File: src/rtl/probe_scan_if.sv
// Front-panel scan bundle: probed signals and controls in, LED matrix drive out.
interface probe_scan_if #(
   parameter int ROWS = 2,
   parameter int COLS = 4
);
   logic [ROWS*COLS-1:0] probe_in;
   logic                 hold;
   logic                 lamp_test;
   logic [ROWS-1:0]      row_sel;
   logic [COLS-1:0]      col_data;
   logic                 blink_tick;
   logic                 frame_start;

   modport master (
      output probe_in, hold, lamp_test,
      input  row_sel, col_data, blink_tick, frame_start
   );

   modport slave (
      input  probe_in, hold, lamp_test,
      output row_sel, col_data, blink_tick, frame_start
   );
endinterface

File: src/rtl/probe_scan_ctrl.sv
// Logic-probe LED matrix controller: per-channel activity latches, blink prescaler
// and a row-scan sequencer with blanking between rows.
module probe_scan_ctrl #(
   parameter int ROWS  = 2,
   parameter int COLS  = 4,
   parameter int DWELL = 1024,
   parameter int BLANK = 16,
   parameter int BLINK = 2**22
) (
   input  logic         clk,
   input  logic         reset,
   probe_scan_if.slave  bus
);
   localparam int N    = ROWS * COLS;
   localparam int MAXC = (DWELL > BLANK) ? DWELL : BLANK;
   localparam int CW   = $clog2(MAXC + 1);
   localparam int PW   = $clog2(BLINK);
   localparam int RW   = (ROWS > 1) ? $clog2(ROWS) : 1;

   typedef enum logic [0:0] {
      ST_BLANK = 1'b0,
      ST_DRIVE = 1'b1
   } state_t;

   state_t          state_r, state_nx;
   logic [CW-1:0]   cnt_r, cnt_nx;
   logic [RW-1:0]   row_r, row_nx;
   logic [PW-1:0]   presc_r;
   logic            tick_s;
   logic [N-1:0]    sync1_r, sync2_r;
   logic [N-1:0]    saw0_r, saw1_r, led_r;
   logic [N-1:0]    e0_s, e1_s, led_upd_s;
   logic [ROWS-1:0] row_sel_r, row_sel_nx;
   logic [COLS-1:0] col_data_r, col_data_nx;
   logic            blink_tick_r, frame_start_r, frame_start_nx;

   assign tick_s = (presc_r == {PW{1'b0}});
   assign e0_s   = saw0_r | ~sync2_r;
   assign e1_s   = saw1_r | sync2_r;
   // A lit LED goes dark if a low was seen in the window; a dark LED lights if a high was seen.
   assign led_upd_s = (led_r & ~e0_s) | (~led_r & e1_s);

   // Blink prescaler: free-running down counter, tick on the zero count.
   always_ff @(posedge clk or posedge reset) begin
      if (reset) begin
         presc_r      <= PW'(BLINK - 1);
         blink_tick_r <= 1'b0;
      end else begin
         presc_r      <= tick_s ? PW'(BLINK - 1) : presc_r - PW'(1);
         blink_tick_r <= tick_s;
      end
   end

   // Input synchronizers, window activity flags and LED states.
   always_ff @(posedge clk or posedge reset) begin
      if (reset) begin
         sync1_r <= {N{1'b0}};
         sync2_r <= {N{1'b0}};
         saw0_r  <= {N{1'b0}};
         saw1_r  <= {N{1'b0}};
         led_r   <= {N{1'b0}};
      end else begin
         sync1_r <= bus.probe_in;
         sync2_r <= sync1_r;
         if (tick_s) begin
            saw0_r <= ~sync2_r;
            saw1_r <= sync2_r;
            if (!bus.hold) begin
               led_r <= led_upd_s;
            end else begin
               led_r <= led_r;
            end
         end else begin
            saw0_r <= e0_s;
            saw1_r <= e1_s;
         end
      end
   end

   // Scan FSM next state plus the output values registered from it.
   always_comb begin
      state_nx       = state_r;
      cnt_nx         = cnt_r;
      row_nx         = row_r;
      row_sel_nx     = {ROWS{1'b0}};
      col_data_nx    = {COLS{1'b0}};
      frame_start_nx = 1'b0;
      case (state_r)
         ST_BLANK: begin
            if (cnt_r == {CW{1'b0}}) begin
               state_nx = ST_DRIVE;
               cnt_nx   = CW'(DWELL - 1);
            end else begin
               cnt_nx = cnt_r - CW'(1);
            end
         end
         ST_DRIVE: begin
            if (cnt_r == {CW{1'b0}}) begin
               row_nx   = (row_r == RW'(ROWS - 1)) ? {RW{1'b0}} : row_r + RW'(1);
               state_nx = ST_BLANK;
               cnt_nx   = CW'(BLANK - 1);
            end else begin
               cnt_nx = cnt_r - CW'(1);
            end
         end
         default: begin
            state_nx = ST_BLANK;
            cnt_nx   = CW'(BLANK - 1);
            row_nx   = {RW{1'b0}};
         end
      endcase
      if (state_nx == ST_DRIVE) begin
         row_sel_nx[row_nx] = 1'b1;
         col_data_nx        = bus.lamp_test ? {COLS{1'b1}} : led_r[row_nx*COLS +: COLS];
         frame_start_nx     = (state_r == ST_BLANK) && (row_nx == {RW{1'b0}});
      end else begin
         row_sel_nx     = {ROWS{1'b0}};
         col_data_nx    = {COLS{1'b0}};
         frame_start_nx = 1'b0;
      end
   end

   // Scan FSM state and registered matrix outputs.
   always_ff @(posedge clk or posedge reset) begin
      if (reset) begin
         state_r       <= ST_BLANK;
         cnt_r         <= CW'(BLANK - 1);
         row_r         <= {RW{1'b0}};
         row_sel_r     <= {ROWS{1'b0}};
         col_data_r    <= {COLS{1'b0}};
         frame_start_r <= 1'b0;
      end else begin
         state_r       <= state_nx;
         cnt_r         <= cnt_nx;
         row_r         <= row_nx;
         row_sel_r     <= row_sel_nx;
         col_data_r    <= col_data_nx;
         frame_start_r <= frame_start_nx;
      end
   end

   assign bus.row_sel     = row_sel_r;
   assign bus.col_data    = col_data_r;
   assign bus.blink_tick  = blink_tick_r;
   assign bus.frame_start = frame_start_r;
endmodule

File: src/flat_wrapper.sv
// flat-port wrapper written by rule: the top's interface ports become plain ports
module probe_scan_ctrl_flat 
#(
   parameter int ROWS  = 2,
   parameter int COLS  = 4,
   parameter int DWELL = 1024,
   parameter int BLANK = 16,
   parameter int BLINK = 2**22
)
  (clk, reset, bus_probe_in, bus_hold, bus_lamp_test, bus_row_sel, bus_col_data, bus_blink_tick, bus_frame_start);
  probe_scan_if #(.ROWS(ROWS), .COLS(COLS)) bus_i ();
  input  logic clk;
  input  logic reset;
  input wire logic [$bits(bus_i.probe_in)-1:0] bus_probe_in;
  input wire logic [$bits(bus_i.hold)-1:0] bus_hold;
  input wire logic [$bits(bus_i.lamp_test)-1:0] bus_lamp_test;
  output wire logic [$bits(bus_i.row_sel)-1:0] bus_row_sel;
  output wire logic [$bits(bus_i.col_data)-1:0] bus_col_data;
  output wire logic [$bits(bus_i.blink_tick)-1:0] bus_blink_tick;
  output wire logic [$bits(bus_i.frame_start)-1:0] bus_frame_start;
  assign bus_i.probe_in = bus_probe_in;
  assign bus_i.hold = bus_hold;
  assign bus_i.lamp_test = bus_lamp_test;
  assign bus_row_sel = bus_i.row_sel;
  assign bus_col_data = bus_i.col_data;
  assign bus_blink_tick = bus_i.blink_tick;
  assign bus_frame_start = bus_i.frame_start;
  probe_scan_ctrl #(.ROWS(ROWS), .COLS(COLS), .DWELL(DWELL), .BLANK(BLANK), .BLINK(BLINK)) u_core (.clk(clk), .reset(reset), .bus(bus_i));
endmodule
File: config.mk
export PLATFORM = sky130hd
export DESIGN_NAME = probe_scan_ctrl_flat
export DESIGN_NICKNAME = d
export VERILOG_FILES = /design/src/rtl/probe_scan_if.sv /design/src/rtl/probe_scan_ctrl.sv /design/src/flat_wrapper.sv
export SDC_FILE = /design/constraint.sdc
export NUM_CORES = 1
export LEC_CHECK = 0
export CAP_MARGIN = 20
export CORE_ASPECT_RATIO = 1.75
export CORE_UTILIZATION = 50
export DETAILED_ROUTE_END_ITERATION = 6
export PLACE_DENSITY = 0.69
export REMOVE_ABC_BUFFERS = 1
export SKIP_LAST_GASP = 1
export SLEW_MARGIN = 0
export SYNTH_ARGS = -nofsm -noshare
export SYNTH_HDL_FRONTEND = slang
export SYNTH_SLANG_ARGS = --single-unit
File: constraint.sdc
create_clock -name clk -period 3.23 [get_ports clk]
set_input_delay 0.646 -clock clk [delete_from_list [all_inputs] [get_ports clk]]
set_output_delay 0.646 -clock clk [all_outputs]
set_load 0.01 [all_outputs]
==> metrics.md <==
| Metric | Value |
|---|---|
| Post-Synthesis Cell Area | `3270 um^2` |
| Most frequent cells after synthesis | `57 x dfrtp_1, 46 x nand2_1, 26 x dfstp_2, 22 x nor2_1, 17 x xor2_1` |
| Max Slew Vio Count | `0` |
| Reg-to-reg slack, setup | `560 ps` |
| Die area | `6890 um^2` |
| Worst Hold End | `u_core.sync2_r[5]` |
| Critical path peak fanout | `25` |
| Critical path class | `reg2reg` |
| DRT Wirelength | `around 5000 um` |
| Final ANT Viol Nets | `0` |
| Avg Cell Area, Syn | `11.6 um^2` |
| Final setup fails | `0` |
| Hold-fix buffers, CTS | `0` |
| Vias | `2,005` |
| Fmax | `0.375 GHz` |
| Drt pass-1 iters | `4` |
| Slew margin rel. | `0.459` |
| Antenna cell count | `0` |
| Sw Ratio | `0.210` |
| Multi-input gate area | `around 1100 um^2` |
| Setup bufs post-CTS | `0` |
| Peak VDD IR | `about 420 uV` |
| Total Neg Setup Slack | `0 ps` |
| Worst-path clk slew | `70 ps` |
| Worst hold path type | `reg2reg` |
| Die Y | `109 um` |
| Reg power frac | `0.599` |
| Comb pwr share | `0.030` |
| HPWL Detailed | `3400 um` |
| # rows | `38` |
| Global-route wire length before repair | `8730 um` |
| Max-cap viol count | `0` |
| Critical Path RT | `3470 ps` |
| Number of global-route vias before repair | `2,018` |
| Fillers | `530` |
| Most common cell in the synthesized netlist | `dfrtp_1` |
| RSZ-0062 raised after global routing | `false` |
| Drt drc | `0` |
| Worst-Skew Late Latency | `roughly 350 ps` |
| CTS buffer count | `9` |
| PwrDens | `476 nW/um^2` |
| Primary FF master, synth | `dfrtp_1` |
| Buffers on Ports | `19` |
| Critical Path Start Type | `flop` |
| Hold violation total from the final report | `0` |
| Total net switching power | `372 uW` |
| Vias/cell | `around 5.1` |
| Pint | `1.40 mW` |
| Share of layout cells above drive strength 1 | `0.170` |
| Hold Crit Start | `u_core.sync1_r[5]` |
| Arrival time worst endpoint | `2910 ps` |
| Area share of the largest cell type after synthesis | `0.436` |
| Synth cell types | `37` |
| RR Endpoint | `u_core.saw1_r[5]` |
| Sequential fraction of the synthesis area | `0.644` |
| Register area | `2110 um^2` |
| Post_cts resized | `0` |
| Ys async rst share | `1.00` |
| H-tree depth | `3` |
| Clk network pwr share | `0.371` |
| CP Capture Type | `flop` |
| GRT Overall Usage | `0.168` |
| Initial core utilization | `0.522` |
| Status | `complete, no violations` |
| Placer congestion estimate | `0.776` |
| Tcrit/Tclk final | `0.826` |
| WL per Instance | `12.7 um` |
| Sink Count | `83` |
| Synth Instances | `282` |
| Nets | `320` |
| Area Overhead vs Synth | `13.7%` |
| Synth top area cells | `dfrtp_1 44%, dfstp_2 21%, nand2_1 5.3%` |
| Final hold slack | `about 350 ps` |
| Synth area leader | `dfrtp_1` |
| Layout Skew | `6.37 ps` |
| Boundary Pins | `20` |
| Shortest period the worst path allows | `2670 ps` |
| Grt ovf | `0` |
| Antenna violations before repair | `0` |
| Clock root buffer | `clkbuf_8` |
| Yosys warns | `0` |
| Yosys reg bits | `83` |
| Maximum buffer depth of the clock tree | `2` |
| Die X | `63.2 um` |
| Cell area after layout | `about 3700 um^2` |
| Starting DRT DRC Count | `111` |
| CTS tree | `done` |
| Worst-Margin Slew | `812 ps` |
| Largest net degree at the start of global routing | `49` |
| Worst r2r path cells | `6` |
| Hold Path Depth | `0` |
| Placed inst area | `~3500 um^2` |
| Fin util | `0.593` |
| Leakage | `1.51 nW` |
| Reg-to-reg startpoint | `u_core.presc_r[0]` |
| Core area | `6280 um^2` |
| Number of synthesized flops with an enable pin | `0` |
[critical path, cell delays in order (launching register included)]
cell and delay (ps):
dfstp_2 390, inv_1 70, ha_1 220, nor4b_1 410, nand4_1 390, or3_1 780, a21o_1 300
[routing by layer]
layer	global-route usage	vias to the layer above	part of all wire
met3	0.0429	10	0.027
met4	0.0990	0	0.026
met1	0.189	971	0.43
met2	0.286	28	0.52
li1	-	996	-
met5	0	-	0
[layout make-up]
class,instances,share of cell area
flip-flops and latches,83,0.567
multi-input cells,181,0.290
repair buffers,20,0.0565
clock buffers,13,0.0427
well taps,80,0.0269
inverters,11,0.0114
clock inverters,3,0.00605
[sequential cells by signal, summed over array words and instances (netlist names)]
name                    cells
u_core.presc_r             22
u_core.row_r                1
u_core.bus.blink_tick       1
u_core.bus.row_sel          2
u_core.cnt_r               11
u_core.sync2_r              8
u_core.led_r                8
u_core.saw0_r               8
u_core.bus.frame_start      1
u_core.saw1_r               8
u_core.bus.col_data         4
u_core.sync1_r              8
u_core.state_r              1
[power by group through the flow]
stage | combinational [mW] | sequential, mW | clock (mW)
global placement | 0.0543 | 1.08 | 0
detailed placement | 0.0550 | 1.08 | 0
CTS | 0.0551 | 1.06 | 0.690
global route | 0.0601 | 1.06 | 0.726
floorplan | 0.0231 | 1.08 | 0
finish | 0.0528 | 1.06 | 0.657
[through the flow]
| stage | worst slack (ps) | instances | power [mW] |
|---|---|---|---|
| final | 561 | 391 | 1.77 |
| after global routing | 277 | 391 | 1.85 |
| after CTS | 539 | 391 | 1.81 |
| after detailed placement | 558 | 375 | 1.14 |
| after global placement | 638 | 375 | 1.14 |
| after floorplan | 490 | 275 | 1.10 |
[placed cells by master, fill, tap and decap left out, drive strengths merged]
master,instances
a211o,3
nor4b,1
a21o,6
nor3,9
and2,1
o31ai,1
a21oi,6
nand3,5
xnor2,7
nor4,8
or3,4
or2,2
dfrtp,57
clkinvlp,3
nor2b,9
inv,10
clkbuf,13
nor2,22
a211oi,5
clkinv,1
xor2,17
nand3b,3
o21ai,13
a31oi,1
or4,4
ha,2
dfstp,26
nand4,4
buf,1
nand2,46
clkdlybuf4s50,19
mux2,1
o41ai,1
[kinds of logic (layout without fill, tap and decap cells)]
family                     Yosys count  after routing  share of synthesized area
AOI/OAI and AO/OA                   36             36                     0.0696
and+or+nand+nor                    118            118                      0.185
adders and majority gates            2              2                    0.00764
muxes                                1              1                    0.00344
buffers and inverters               18             47                     0.0264
DFF                                 83             83                      0.644
xor gates and xnor gates            24             24                     0.0642
[worst max path at each step]
stage | from | to | slack [ps] | depth (start not counted)
after floorplan | reset | u_core.bus.blink_tick | 490 | 1
after global placement | u_core.presc_r[0] | u_core.saw1_r[3] | 640 | 6
after detailed placement | u_core.presc_r[0] | u_core.saw1_r[5] | 560 | 6
after CTS | u_core.presc_r[0] | u_core.saw1_r[5] | 540 | 6
after global routing | u_core.presc_r[0] | u_core.saw1_r[4] | 280 | 6
final | u_core.presc_r[0] | u_core.saw1_r[5] | 560 | 6
(Power assumes the default switching activity.)
